`config.mk`:
```
export PLATFORM = sky130hd
export DESIGN_NAME = uart_tx
export DESIGN_NICKNAME = d
export VERILOG_FILES = /design/src/rtl/uart_tx.sv
export SDC_FILE = /design/constraint.sdc
export NUM_CORES = 1
export LEC_CHECK = 0
export ABC_AREA = 1
export BUFFER_PORTS_ARGS = -buffer_cell sky130_fd_sc_hd__buf_2
export CORE_MARGIN = 10
export CORE_UTILIZATION = 57
export DETAILED_ROUTE_END_ITERATION = 6
export GPL_TIMING_DRIVEN = 0
export PLACE_DENSITY = 0.88
export REMOVE_ABC_BUFFERS = 1
export SLEW_MARGIN = 30
export SYNTH_ARGS = -nofsm -noshare
export SYNTH_HDL_FRONTEND = slang
export SYNTH_SLANG_ARGS = --single-unit
```
`constraint.sdc`:
```
create_clock -name clk -period 1.85 [get_ports clk]
set_input_delay 0.185 -clock clk [delete_from_list [all_inputs] [get_ports clk]]
set_output_delay 0.185 -clock clk [all_outputs]
set_load 0.01 [all_outputs]
```
`src/rtl/uart_tx.sv`:
```
// 8-bit UART transmitter: start bit, 8 data bits LSB first, optional parity, 1 or 2 stop bits.
// Bit timing is derived from the shared 16x oversampled baud tick.
module uart_tx #(
  parameter int PARITY_EN     = 0,
  parameter int PARITY_ODD    = 0,
  parameter int STOP_BITS     = 1,
  parameter int TICKS_PER_BIT = 16
) (
  input  logic       clk,
  input  logic       rst,
  input  logic       b_tick,
  input  logic       tx_start,
  input  logic [7:0] tx_data,
  output logic       tx,
  output logic       tx_busy,
  output logic       tx_done
);

  typedef enum logic [2:0] {IDLE, START, DATA, PARITY, STOP} state_t;

  localparam logic [3:0] TICK_LAST = 4'(TICKS_PER_BIT - 1);
  localparam logic       STOP_LAST = (STOP_BITS == 2);
  localparam logic       ODD_BIT   = (PARITY_ODD != 0);
  localparam logic       HAS_PAR   = (PARITY_EN != 0);

  state_t     state, state_d;
  logic [3:0] tick_cnt, tick_cnt_d;
  logic [2:0] bit_cnt, bit_cnt_d;
  logic [7:0] shift_reg, shift_d;
  logic       par, par_d;
  logic       stop_cnt, stop_cnt_d;
  logic       tx_d, busy_d, done_d;
  logic       bit_end;

  assign bit_end = b_tick && (tick_cnt == TICK_LAST);

  // state, datapath and registered outputs
  always_ff @(posedge clk or negedge rst) begin
    if (!rst) begin
      state     <= IDLE;
      tick_cnt  <= '0;
      bit_cnt   <= '0;
      shift_reg <= '0;
      par       <= 1'b0;
      stop_cnt  <= 1'b0;
      tx        <= 1'b1;
      tx_busy   <= 1'b0;
      tx_done   <= 1'b0;
    end else begin
      state     <= state_d;
      tick_cnt  <= tick_cnt_d;
      bit_cnt   <= bit_cnt_d;
      shift_reg <= shift_d;
      par       <= par_d;
      stop_cnt  <= stop_cnt_d;
      tx        <= tx_d;
      tx_busy   <= busy_d;
      tx_done   <= done_d;
    end
  end

  // next-state; an accept in IDLE swallows a coincident b_tick
  always_comb begin
    state_d    = state;
    tick_cnt_d = tick_cnt;
    bit_cnt_d  = bit_cnt;
    shift_d    = shift_reg;
    par_d      = par;
    stop_cnt_d = stop_cnt;
    if (state != IDLE && b_tick)
      tick_cnt_d = bit_end ? 4'd0 : tick_cnt + 4'd1;
    case (state)
      IDLE: begin
        if (tx_start) begin
          shift_d    = tx_data;
          par_d      = (^tx_data) ^ ODD_BIT;
          tick_cnt_d = 4'd0;
          stop_cnt_d = 1'b0;
          state_d    = START;
        end
      end
      START: begin
        if (bit_end) begin
          bit_cnt_d = 3'd0;
          state_d   = DATA;
        end
      end
      DATA: begin
        if (bit_end) begin
          shift_d   = shift_reg >> 1;
          bit_cnt_d = bit_cnt + 3'd1;
          if (bit_cnt == 3'd7)
            state_d = HAS_PAR ? PARITY : STOP;
        end
      end
      PARITY: begin
        if (bit_end)
          state_d = STOP;
      end
      STOP: begin
        if (bit_end) begin
          if (stop_cnt == STOP_LAST) begin
            stop_cnt_d = 1'b0;
            state_d    = IDLE;
          end else begin
            stop_cnt_d = 1'b1;
          end
        end
      end
      default: state_d = IDLE;
    endcase
  end

  // outputs are computed from the upcoming state so they register in step with it
  always_comb begin
    busy_d = (state_d != IDLE);
    done_d = (state == STOP) && (state_d == IDLE);
    case (state_d)
      IDLE:    tx_d = 1'b1;
      START:   tx_d = 1'b0;
      DATA:    tx_d = shift_d[0];
      PARITY:  tx_d = par_d;
      STOP:    tx_d = 1'b1;
      default: tx_d = 1'b1;
    endcase
  end

endmodule

```
Yosys cells after proc, flatten, opt, wreduce, memory -nomap -nowiden
Cells that the tools add are included.

word-level totals
  register bits = 23
  bits in latches = 0
  RAM bits = 0
  ROM bits = 0
  input port bits = 12
  output and inout bits = 3
  memories = 0

operators by class
  $add $sub $neg = 2
  multipliers = 0
  div/mod/pow operators = 0
  order comparisons = 0
  equality and inequality tests = 13
  shift operators = 0
  multiplexer cells = 25
  bitwise gates (word level) = 0
  reductions and logical operators = 14

operators by type and width
  operator             count
  $mux 3               9
  $mux 4               4
  $mux 8               2
  $pmux 8 s2           1
  $pmux 3 s5           1
  $eq 3x2->1 const B   4
  $reduce_and 3->1     3
  $ne 2x2->1 const B   4
  $reduce_xor 8->1     1
  $eq 3x1->1 const B   2
  $eq 3x3->1 const B   2
  $logic_not 3->1      2
  $pmux 3 s2           1
  $reduce_bool 2->1    3
  $reduce_bool 3->1    2
  $mux 1               5
  $add 4x1->4 const B  1
  $eq 4x4->1 const B   1
  $add 3x1->3 const B  1
  $logic_and 1x1->1    3
  $pmux 1 s3           1
  $pmux 1 s2           1

Depth between registers and ports, before layout
Gate-level depths: netlist of run 1.

  depth after elaboration = 6
  mapped depth = 10

Least setup slack after synthesis of run 1
Ideal clock, no wire load.

  kind = flip-flop to flip-flop
  start = reg tick_cnt[0]
  end = reg shift_reg[2]
  setup time = 0.137 ns
  arrival = 1.297 ns
  slack = 0.416 ns
  cell stages (with the launch flop) = 8
  path buffers = 1
  clock period less this slack = 1.434 ns
  path through = dfrtp_1 ha_1 nand2_1 nor3_4 nand2_2 buf_6 nand2_2 o221ai_1

on the way
  cells in the longest elaborated chain, start to end = 4

ends and longest elaborated chain
  element                     line  source
  start: declaration          27    logic [3:0] tick_cnt, tick_cnt_d;
  start signal: assignment    51    tick_cnt <= tick_cnt_d;
  $eq 4x4->1                  35    assign bit_end = b_tick && (tick_cnt == TICK_LAST);
  $logic_and 1x1->1           35
  $ne 2x2->1 (no line)        n/a
  $reduce_and 3->1 (no line)  n/a
  end signal: assignment      53    shift_reg <= shift_d;
  end: declaration            29    logic [7:0] shift_reg, shift_d;

No other way between the ends.
A chain may end at the register's enable or synchronous reset.

Final worst setup path of run 1
  start = reg tick_cnt[0]
  end = reg tx_done

on the way
  cells in the longest elaborated chain, start to end = 6

ends and longest elaborated chain
  element                    line  source
  $eq 4x4->1 (*)             35
  $logic_and 1x1->1 (*)      35
  $mux 3 (on tied branches)  n/a
  $pmux 3 s5 (*)             72    case (state)
  $logic_not 3->1 (*)        117   done_d = (state == STOP) && (state_d == IDLE);
  $logic_and 1x1->1 (*)      117
  net done_d                 32    logic tx_d, busy_d, done_d;
  end signal: assignment     58    tx_done <= done_d;
  end: declaration           16    output logic tx_done

Mark *: on every way through the listed nets, which the timed path passes. The rest lies on a longest branch.

==> qor.csv, run 1 <==
stage,metric,value,unit
pwr,combinational share of power,38.1,%
pwr,net switching fraction of the power,36.55,%
route,routed wl met3,61,um
timing,Worst slew margin,68.48,%
route,post-detailed-route count of antenna-violating nets,0,
setup_path,kind of end point of the critical path,register,
route,topmost layer with routed signal wires,met4,
status,result of the run,"finished, final reports clean",
cells_and_area,Area growth syn-to-layout,12.50,%
floorplanning,Die Span Y,67.97,um
yosys,cells taking the most area after synthesis,"dfrtp_1, nand2_1, inv_1",
setup_path,r2r endpoint,tx_done,
setup_path,Worst setup endpoint,tx_done,
clock_network,CTS sink cnt,22,
yosys,ranking of synthesized cells by instance count,"nand2_1, inv_1, dfrtp_1, nor2_1, nand3_1",
timing,Final setup viols,0,
timing,part of the cycle the worst path needs,91.67,%
placed_design,I/O Buffers,14,
grt,Overflow after GRT,0,
clock_network,number of gates given a new drive strength after cts,0,
yosys,proportion of synthesized chip area in sequential cells,42.08,%
pwr,Seq pwr share,41.8,%
setup_path,Worst EP arrival,1.92,ns
clock_network,H-tree levels,1,
cells_and_area,Diodes inserted,0,
route,routed length on met1,1.104,mm
hold_path,hold path depth,2,
clock_network,number of buffers created by CTS,3,
yosys,distinct cell type count of the synthesized netlist,29,
floorplanning,core region area,0.002212,mm2
yosys,most common cell in the netlist,nand2_1,
yosys,Yosys reg bits,22,
setup_path,largest fanout on the critical path,8,
grt,pin count of the biggest net entering global routing,23,
yosys,number of enable-type register cells in the synthesized netlist,0,
setup_path,worst reg2reg path startpoint,tick_cnt[0],
yosys,async set-or-reset flop fraction in the synthesized netlist,100.0,%
clock_network,clock tree from TritonCTS,yes,
yosys,cell type with the highest aggregate area in the netlist,dfrtp_1,
cells_and_area,FILL cells,189,
yosys,Post-Synthesis Cells,175,
route,Pre-antenna DRT Iters,4,
placed_design,routability cong.,0.7635,
cells_and_area,area of combinational cells with multiple inputs,628.1,um2
timing,clock tree skew after final layout,0.007026,ns
clock_network,Max Root-Sink Buffers,2,
setup_path,critical path launch point,tick_cnt[0],
cells_and_area,NumNets Final,210,
timing,Tmin final,1.696,ns
route,post-detailed-routing wire length,2.584,mm
pwr,power per cell area,1217,mW/mm2
cells_and_area,max reg flops,8,
timing,slack of the critical path,0.1541,ns
route,Iteration-0 DRC Markers,48,
timing,post-route setup TNS,0,ns
timing,fmax,0.5897,GHz
cells_and_area,area taken by flip-flops and latches,551.8,um2
timing,endpoints failing hold,0,
yosys,Post-synth top flop,dfrtp_1,
placed_design,Setup Slack @ Placement,0.1030,ns
pwr,Pint,1.139,mW
clock_network,clock-pin slew of the registers on the worst-case setup and hold paths,0.12,ns
grt,first-pass GRT wire length,4.450,mm
setup_path,required time at the endpoint of the critical path,2.08,ns
pwr,P_leak,0.8472,nW
route,detailed route wirelength on metal2,1.376,mm
placed_design,Detailed Place HPWL,2.050,mm
grt,antenna violations before repair,0,
timing,count of pins over their slew limit,0,
setup_path,worst reg-to-reg setup slack,0.15,ns
pwr,Clk network pwr share,20.1,%
yosys,number of warnings issued by yosys,0,
yosys,Avg Synthesized Cell Area,7.493,um2
floorplanning,top-level port count,15,
floorplanning,die footprint,0.004619,mm2
floorplanning,die width,67.97,um
grt,global-route total usage across every layer,11.95,%
route,routed via count,1153,
setup_path,reg2reg path depth,10,
yosys,total standard cell area after synthesis,0.001311,mm2
grt,number of global-route vias before repair,1133,
setup_path,type of the worst setup path,register to register,
yosys,fraction of synthesized cell area taken by the top area cell type,40.08,%
route,via/cell ratio,5.194,
timing,RSZ-0062 raised after global routing,false,
timing,actual slew at the worst max-slew pin,0.4728,ns
route,number of DRC violations after detailed routing,0,
clock_network,buffer cell driving the clock tree root,clkbuf_4,
route,Routed WL per cell,11.64,um
floorplanning,starting density of the core,59.28,%
setup_path,startpoint class of the critical path,register,
pwr,power dissipated by switching net loads,0.6562,mW
run,Maximum Capacitance Violations,0,
floorplanning,Row Count,17,
pwr,worst vdd rail ir drop,0.5990,mV
clock_network,clock insertion delay at the later pin of the skew report,0.30,ns
cells_and_area,fraction of layout instances using a drive strength above 1,20.62,%
hold_path,class of the worst hold path,input pin to register,
==> placed cells by master (no fill, tap or decap) <==
master / synthesis / layout
nor2_1: 13 / 13
nor2_2: 1 / 1
o22ai_1: 1 / 1
nor2_4: 2 / 2
dlygate4sd3_1: 0 / 1
nor3_1: 2 / 2
nand2_1: 63 / 63
nand3_1: 7 / 7
o221ai_1: 6 / 6
xnor2_1: 1 / 1
o21ai_0: 2 / 2
a21oi_1: 4 / 4
a21boi_0: 1 / 1
bufinv_16: 0 / 1
nor3_2: 1 / 1
nand3_2: 2 / 2
buf_2: 0 / 14
ha_1: 3 / 3
clkbuf_4: 0 / 3
a211oi_1: 1 / 1
a21oi_2: 1 / 1
nand2_4: 1 / 1
or2_2: 1 / 1
dfrtp_1: 21 / 21
dfstp_2: 1 / 1
xor2_1: 1 / 1
buf_4: 1 / 2
nand4_1: 2 / 2
inv_1: 25 / 25
nand2_2: 4 / 4
inv_2: 5 / 5
nor3_4: 1 / 1
==> how the worst min path moves through the flow <==
| stage | startpoint | to |
|---|---|---|
| after detailed placement | rst | tick_cnt[2] |
| final | tx_start | tick_cnt[0] |
| after global routing | tx_start | tick_cnt[0] |
| after floorplan | rst | bit_cnt[0] |
| after CTS | tx_start | tick_cnt[0] |
| after global placement | rst | tick_cnt[2] |
==> critical path, cell delays in order (launching register included) <==
cell and delay (ns):
dfrtp_1 0.44, ha_1 0.23, nand2_1 0.13, nor3_4 0.05, buf_4 0.16, buf_4 0.14
nand2_1 0.09, nand2_2 0.08, nor2_4 0.10, nand2_1 0.09, nor3_2 0.11
==> area by class of cell <==
type                            instances  area share (%)
Timing Repair Buffer                   17           6.446
Multi-Input combinational cell        121           42.58
Tap cell                               28           2.375
Clock inverter                          1           2.036
Clock buffer                            3           1.527
Inverter                               30           7.634
Sequential cell                        22           37.40
==> stage by stage <==
stage                     instances  instance area [um2]  utilization (%)  power, mW  hold WS [ns]
final                           222                 1475            66.69      1.795       0.08244
after global routing            222                 1475            66.69      1.925       0.08259
after CTS                       220                 1460            66.01      1.800       0.08420
after detailed placement        215                 1398            63.18      1.439        0.1660
after global placement          215                 1398            63.18      1.386        0.1600
after floorplan                 173                 1292                -      1.266       -0.1106
==> cells by family (layout without fill, tap and decap cells) <==
kind of cell    after synthesis  after routing  synth area share (%)
compound gates               16             16                 8.589
simple gates                100            100                 35.12
buf+inv                      32             51                 10.02
flops                        22             22                 42.08
xor+xnor                      2              2                 1.336
fa+ha+maj                     3              3                 2.863
==> layer usage <==
metal | up-vias | track usage [%]
li1 | 585 | -
met1 | 543 | 13.20
met2 | 21 | 22.56
met3 | 4 | 1.468
met4 | 0 | 4.523
met5 | - | 0
==> power by group through the flow <==
stage / logic [mW] / registers, mW / clock network [mW]
after floorplan: 0.515 / 0.751 / 0
after global placement: 0.632 / 0.754 / 0
after detailed placement: 0.675 / 0.764 / 0
after CTS: 0.682 / 0.753 / 0.365
after global routing: 0.774 / 0.769 / 0.382
final: 0.684 / 0.751 / 0.360
==> timing repair <==
| item | CTS | global route |
|---|---|---|
| hold endpoints to repair | 21 | 0 |
| buffers inserted | 0 | 2 |
| hold buffers | 1 | 0 |
| setup endpoints to repair | 0 | 10 |
(Power assumes the default switching activity.)
==> run 2: changes to the inputs <==
--- a/config.mk
+++ b/config.mk
@@ -6,12 +6,12 @@
 export NUM_CORES = 1
 export LEC_CHECK = 0
 export ABC_AREA = 1
-export BUFFER_PORTS_ARGS = -buffer_cell sky130_fd_sc_hd__buf_2
 export CORE_MARGIN = 10
-export CORE_UTILIZATION = 57
+export CORE_UTILIZATION = 61
 export DETAILED_ROUTE_END_ITERATION = 6
+export DONT_BUFFER_PORTS = 1
 export GPL_TIMING_DRIVEN = 0
-export PLACE_DENSITY = 0.88
+export PLACE_DENSITY = 0.87
 export REMOVE_ABC_BUFFERS = 1
 export SLEW_MARGIN = 30
 export SYNTH_ARGS = -nofsm -noshare
==> qor.csv, run 2 (same netlist as run 1, synthesis figures left out) <==
stage,metric,value,unit,change
timing,post-route setup TNS,0,ns,unchanged
setup_path,worst-path cell chain,ha_1 -> nand2_1 -> nor3_4 -> buf_6 -> nand2_1 -> nand2_1 -> nand2_2 -> nor2_4 -> nand2_1 -> nor3_2,,
timing,Final setup viols,0,,unchanged
cells_and_area,"commonest non-fill, non-tap cell in the layout",nand2_1,,
placed_design,Detailed Place HPWL,2.115,mm,+3.2%
placed_design,instance area after placement,0.001326,mm2,-5.1%
timing,part of the cycle the worst path needs,96.69,%,+5.0 points
setup_path,r2r endpoint,tx_done,,
cells_and_area,FILL cells,155,,-18%
clock_network,Max Root-Sink Buffers,2,,unchanged
grt,antenna violations before repair,0,,unchanged
clock_network,clock insertion delay at the later pin of the skew report,0.29,ns,about the same
setup_path,startpoint class of the critical path,register,,
floorplanning,die footprint,0.004404,mm2,-4.7%
route,Iteration-0 DRC Markers,38,,-21%
pwr,power per cell area,1175,mW/mm2,-3.5%
pwr,power dissipated by switching net loads,0.6481,mW,-1.2%
route,post-detailed-routing wire length,2.709,mm,+4.8%
placed_design,routability cong.,0.7880,,+3.2%
floorplanning,starting density of the core,65.50,%,+6.2 points
grt,pin count of the biggest net entering global routing,23,,unchanged
setup_path,largest fanout on the critical path,6,,-2
grt,Overflow after GRT,0,,unchanged
floorplanning,die width,66.37,um,-2.4%
timing,Worst slew margin,68.08,%,-0.39 points
clock_network,clock tree from TritonCTS,yes,,
cells_and_area,fin area,0.001431,mm2,-3.0%
setup_path,crit-path most repeated cell,nand2_1,,
cells_and_area,final design utilization,71.50,%,+4.8 points
cells_and_area,Area growth syn-to-layout,9.160,%,
timing,Tmin final,1.789,ns,+0.09287 ns
cells_and_area,fraction of layout instances using a drive strength above 1,15.68,%,-4.9 points
cells_and_area,NumNets Final,201,,-4.3%
clock_network,H-tree levels,1,,unchanged
hold_path,hold path depth,2,,unchanged
pwr,Pint,1.033,mW,-9.3%
setup_path,Worst setup endpoint,tx_done,,
route,routed via count,1131,,-1.9%
setup_path,critical path launch point,tick_cnt[0],,
pwr,P_leak,0.8076,nW,-4.7%
route,via/cell ratio,5.335,,+2.7%
cells_and_area,number of cells in the finished layout apart from fillers,212,,-4.5%
timing,fmax,0.5590,GHz,-5.2%
placed_design,# placed instances,200,,-7.0%
cells_and_area,"commonest cells after routing, fill and taps aside","nand2_1, inv_1, dfrtp_1",,
clock_network,buffer cell driving the clock tree root,clkbuf_4,,
cells_and_area,max reg flops,8,,unchanged
route,Pre-antenna DRT Iters,4,,unchanged
pwr,worst vdd rail ir drop,0.6786,mV,+13%
pwr,Clk network pwr share,15.0,%,-5.1 points
cells_and_area,Diodes inserted,0,,unchanged
setup_path,type of the worst setup path,register to register,,
setup_path,required time at the endpoint of the critical path,2.07,ns,about the same
status,result of the run,"finished, final reports clean",,
clock_network,number of buffers created by CTS,3,,unchanged
setup_path,Critical-path top delay cell,dfrtp_1,,
setup_path,kind of end point of the critical path,register,,
grt,first-pass GRT wire length,4.512,mm,+1.4%
timing,worst hold slack,0.01403,ns,-0.06841 ns
setup_path,Worst EP arrival,2.01,ns,+0.09 ns
setup_path,worst reg-to-reg setup slack,0.06,ns,-0.09 ns
floorplanning,Die Span Y,66.37,um,-2.4%
placed_design,I/O Buffers,0,,-14
floorplanning,top-level port count,15,,unchanged
clock_network,CTS sink cnt,22,,unchanged
run,Maximum Capacitance Violations,0,,unchanged
timing,count of pins over their slew limit,0,,unchanged
floorplanning,core region area,0.002002,mm2,-9.5%
setup_path,delay contributed by the slowest stage of the critical path,0.43,ns,about the same
timing,endpoints failing hold,0,,unchanged
timing,RSZ-0062 raised after global routing,true,,
setup_path,worst reg2reg path startpoint,tick_cnt[0],,
hold_path,class of the worst hold path,input pin to register,,
timing,actual slew at the worst max-slew pin,0.4787,ns,+0.005897 ns
setup_path,reg2reg path depth,10,,unchanged
pwr,Seq pwr share,45.7,%,+3.9 points
route,post-detailed-route count of antenna-violating nets,0,,unchanged
timing,clock tree skew after final layout,0.002185,ns,-0.004841 ns
route,number of DRC violations after detailed routing,0,,unchanged
floorplanning,Row Count,16,,-1
route,Routed WL per cell,12.78,um,+9.8%
pwr,net switching fraction of the power,38.54,%,+2.0 points
pwr,combinational share of power,39.3,%,+1.2 points
grt,global-route total usage across every layer,12.41,%,+0.47 points
grt,number of global-route vias before repair,1136,,+0.26%
clock_network,clock-pin slew of the registers on the worst-case setup and hold paths,0.11,ns,about the same
==> run 2: changes by cell type in the layout (fill, tap and decap cells not counted) <==
| cell | delta |
|---|---|
| buf_4 | +1 |
| dlygate4sd3_1 | +2 |
| buf_2 | -13 |
| bufinv_16 | -1 |
| buf_6 | +1 |
| clkbuf_8 | +1 |
==> run 2: timing repair <==
action | CTS | global route
resized for setup | 0 | 1
setup endpoints to repair | 0 | 5
hold endpoints to repair | 23 | 22
hold buffers | 2 | 2
buffers inserted | 0 | 4
==> run 2: layout make-up <==
type                    count  area, um2  area share, %
flip-flops and latches     22      551.8          38.55
multi-input cells         121      628.1          43.88
well taps                  27      33.78          2.360
repair buffers              8      68.82          4.808
inverters                  30      112.6          7.867
clock buffers               4      36.28          2.535
==> run 2: worst max-delay path, delay by kind of cell (launching register included) <==
kind / cells / cell delay (ns)
simple gates: 8 / 0.94
buf+inv: 1 / 0.16
flops: 1 / 0.43
fa+ha+maj: 1 / 0.19
==> run 2: through the flow <==
step	setup WS, ns	total power [mW]
floorplan	0.3845	1.266
global placement	0.1822	1.350
detailed placement	0.1191	1.409
CTS	0.08353	1.675
global route	-0.04521	1.808
finish	0.06125	1.681
==> run 2: routing by layer <==
layer  vias up  part of all wire [%]  track usage, %
met5         -                     0               0
met4         0                   2.3           4.712
met3         8                   4.4           2.034
met2        25                    55           25.24
met1       527                    38           11.76
li1        571                     -               -
==> run 2: worst min-delay path by stage <==
stage | from | endpoint | slack, ns
6_report | tx_data[5] | shift_reg[5] | 0.01
5_1_grt | tx_data[2] | shift_reg[2] | 0.0001
4_1_cts | tx_data[4] | shift_reg[4] | 0.01
3_5_place_dp | rst | tick_cnt[2] | -0.11
3_3_place_gp | rst | tick_cnt[2] | -0.11
2_1_floorplan | rst | bit_cnt[0] | -0.11
==> run 2: power groups by stage <==
stage	Clock, mW	Combinational [mW]	Sequential [mW]
2_1_floorplan	0	0.515	0.751
3_3_place_gp	0	0.583	0.767
3_5_place_dp	0	0.632	0.777
4_1_cts	0.262	0.647	0.766
5_1_grt	0.285	0.741	0.782
6_report	0.252	0.661	0.768
==> run 3: changes to the inputs <==
--- a/config.mk
+++ b/config.mk
@@ -5,13 +5,12 @@
 export SDC_FILE = /design/constraint.sdc
 export NUM_CORES = 1
 export LEC_CHECK = 0
-export ABC_AREA = 1
 export CORE_MARGIN = 10
-export CORE_UTILIZATION = 61
+export CORE_UTILIZATION = 60
 export DETAILED_ROUTE_END_ITERATION = 6
 export DONT_BUFFER_PORTS = 1
 export GPL_TIMING_DRIVEN = 0
-export PLACE_DENSITY = 0.87
+export PLACE_DENSITY = 0.86
 export REMOVE_ABC_BUFFERS = 1
 export SLEW_MARGIN = 30
 export SYNTH_ARGS = -nofsm -noshare
==> qor.csv, run 3 <==
stage,metric,value,unit,change
pwr,Total Power,1.577,mW,-6.2%
route,post-detailed-route count of antenna-violating nets,0,,unchanged
yosys,cell type with the highest aggregate area in the netlist,dfrtp_1,,
route,routed via count,864,,-24%
yosys,cells taking the most area after synthesis,"dfrtp_1, nand2_1, xnor2_1",,
status,result of the run,"finished, final reports clean",,
clock_network,Max Root-Sink Buffers,2,,unchanged
timing,RSZ-0062 raised after global routing,false,,
clock_network,clock insertion delay at the later pin of the skew report,0.30,ns,about the same
setup_path,kind of end point of the critical path,register,,
floorplanning,Row Count,15,,-1
yosys,fraction of synthesized cell area taken by the top area cell type,45.50,%,+5.4 points
timing,Tmin final,1.766,ns,-0.02247 ns
grt,pin count of the biggest net entering global routing,23,,unchanged
setup_path,type of the worst setup path,register to register,,
clock_network,buffer cell driving the clock tree root,clkbuf_4,,
yosys,total standard cell area after synthesis,0.001155,mm2,-12%
pwr,worst vdd rail ir drop,0.9469,mV,+40%
yosys,Avg Synthesized Cell Area,10.04,um2,+34%
yosys,number of warnings issued by yosys,0,,unchanged
floorplanning,die width,63.87,um,-3.8%
route,Iteration-0 DRC Markers,40,,+5.3%
hold_path,class of the worst hold path,input pin to register,,
timing,worst hold slack,0.01685,ns,+0.002827 ns
yosys,Post-Synthesis Cells,115,,-34%
grt,GRT Max-Usage Layer,met2,,
setup_path,largest fanout on the critical path,8,,+2
cells_and_area,fin area,0.001241,mm2,-13%
timing,endpoints failing hold,0,,unchanged
floorplanning,starting density of the core,64.77,%,-0.73 points
floorplanning,core region area,0.001783,mm2,-11%
grt,Overflow after GRT,0,,unchanged
timing,Worst slew margin,68.00,%,-0.084 points
cells_and_area,max reg flops,8,,unchanged
timing,clock tree skew after final layout,0.002321,ns,+0.0001354 ns
route,number of DRC violations after detailed routing,0,,unchanged
grt,first-pass GRT wire length,3.919,mm,-13%
cells_and_area,final design utilization,69.61,%,-1.9 points
cells_and_area,fraction of layout instances using a drive strength above 1,16.10,%,+0.43 points
cells_and_area,"commonest cells after routing, fill and taps aside","nand2_1, dfrtp_1, o21ai_0, xnor2_1, a22oi_1",,
clock_network,CTS sink cnt,22,,unchanged
clock_network,number of buffers created by CTS,3,,unchanged
cells_and_area,area taken by flip-flops and latches,553.0,um2,+0.23%
route,Routed WL per cell,15.83,um,+24%
setup_path,required time at the endpoint of the critical path,2.08,ns,about the same
placed_design,I/O Buffers,0,,unchanged
grt,number of global-route vias before repair,843,,-26%
cells_and_area,Area growth syn-to-layout,7.476,%,
pwr,power per cell area,1271,mW/mm2,+8.2%
timing,fmax,0.5662,GHz,+1.3%
grt,global-route total usage across every layer,11.81,%,-0.61 points
cells_and_area,area of combinational cells with multiple inputs,575.6,um2,-8.4%
route,Pre-antenna DRT Iters,4,,unchanged
grt,antenna violations before repair,0,,unchanged
yosys,ranking of synthesized cells by instance count,"dfrtp_1, nand2_1, o21ai_0, xnor2_1, a22oi_1",,
grt,met3 track demand over resource,3.136,%,+1.1 points
timing,Final setup viols,0,,unchanged
yosys,Yosys reg bits,22,,unchanged
cells_and_area,number of cells in the finished layout apart from fillers,143,,-33%
clock_network,H-tree levels,1,,unchanged
yosys,Post-synth top flop,dfrtp_1,,
floorplanning,die footprint,0.004079,mm2,-7.4%
placed_design,routability cong.,0.7682,,-2.5%
yosys,distinct cell type count of the synthesized netlist,38,,+31%
route,via/cell ratio,6.042,,+13%
placed_design,# placed instances,135,,-33%
floorplanning,Die Span Y,63.87,um,-3.8%
route,post-detailed-routing wire length,2.264,mm,-16%
run,Maximum Capacitance Violations,0,,unchanged
pwr,P_leak,0.5388,nW,-33%
cells_and_area,FILL cells,135,,-13%
grt,global routing met1 resource utilization,14.73,%,+3.0 points
grt,GR Util met2,18.16,%,-7.1 points
placed_design,instance area after placement,0.001154,mm2,-13%
placed_design,Detailed Place HPWL,1.635,mm,-23%
yosys,number of enable-type register cells in the synthesized netlist,0,,unchanged
timing,actual slew at the worst max-slew pin,0.4800,ns,+0.001255 ns
setup_path,Worst EP arrival,2.00,ns,about the same
setup_path,startpoint class of the critical path,register,,
cells_and_area,NumNets Final,134,,-33%
timing,count of pins over their slew limit,0,,unchanged
floorplanning,top-level port count,15,,unchanged
yosys,async set-or-reset flop fraction in the synthesized netlist,100.0,%,unchanged
cells_and_area,"commonest non-fill, non-tap cell in the layout",nand2_1,,
yosys,proportion of synthesized chip area in sequential cells,47.78,%,+5.7 points
timing,part of the cycle the worst path needs,95.47,%,-1.2 points
clock_network,clock tree from TritonCTS,yes,,
clock_network,clock-pin slew of the registers on the worst-case setup and hold paths,0.11,ns,about the same
cells_and_area,Diodes inserted,0,,unchanged
-- run 3: cell count changes in the layout (fill, tap and decap cells not counted), sizes merged, moves of 3 or more --
| cell | delta |
|---|---|
| xnor2 | +6 |
| nor2 | -12 |
| inv | -26 |
| nand2 | -47 |
| a31oi | +3 |
| a22oi | +6 |
| a21oi | -3 |
| nand3 | -6 |
| o221ai | -6 |
| o21ai | +7 |
-- run 3: final timing paths --
check                                   from      endpoint  slack [ns]  depth (start not counted)
worst max-delay path             tick_cnt[1]            tx        0.08                          6
worst min-delay path              tx_data[7]  shift_reg[7]        0.02                          2
worst max register to register   tick_cnt[1]            tx        0.08                          6
worst min register to register  shift_reg[3]  shift_reg[3]        0.49                          2
max in group asynchronous                rst            tx        1.12                          2
min in group asynchronous                rst      state[0]        0.37                          2
-- run 3: kinds of logic after synthesis --
family	share of synthesized area [%]
xor+xnor	6.067
flops	47.78
buf+inv	4.116
mux	1.734
simple gates	21.99
fa+ha+maj	3.251
compound gates	15.06
-- run 3: final cells by class --
| type | instances | area share [%] |
|---|---|---|
| clock buffers | 4 | 2.923 |
| repair buffers | 4 | 2.419 |
| flip-flops and latches | 22 | 44.56 |
| multi-input cells | 84 | 46.37 |
| well taps | 25 | 2.520 |
| inverters | 4 | 1.210 |
-- run 3: layer usage --
layer  vias to the layer above  routed length [um]
met5                         -                   0
met4                         0                  38
met3                         4                  86
met2                        10                1133
met1                       437                1005
li1                        413                   -
-- run 3: critical path, cell delays in order, from the launching register on --
cell,delay [ns]
dfrtp_1,0.42
ha_2,0.21
and4_4,0.19
and2_2,0.22
a221o_1,0.38
o21ai_1,0.17
o31ai_1,0.10
-- run 3: through the flow --
step / setup TNS (ns) / setup WS (ns)
5_1_grt: 0 / 0.009741
3_5_place_dp: -0.3973 / -0.3075
4_1_cts: 0 / 0.03346
3_3_place_gp: -0.2245 / -0.1935
6_report: 0 / 0.08371
2_1_floorplan: 0 / 0.04317
-- run 3: repair_timing --
item                                    CTS  global route
resized for setup                         3             3
endpoints found under the hold margin    22            21
hold buffers                              1             1
pin swaps                                 1             1
setup buffers                             1             1
endpoints found under the setup margin    2             2
-- run 3: where the power goes --
part / total, mW / switching [mW] / internal, mW
Sequential: 0.831 / 0.178 / 0.653
Clock: 0.259 / 0.139 / 0.120
Combinational: 0.487 / 0.260 / 0.228
Total: 1.58 / 0.576 / 1.00
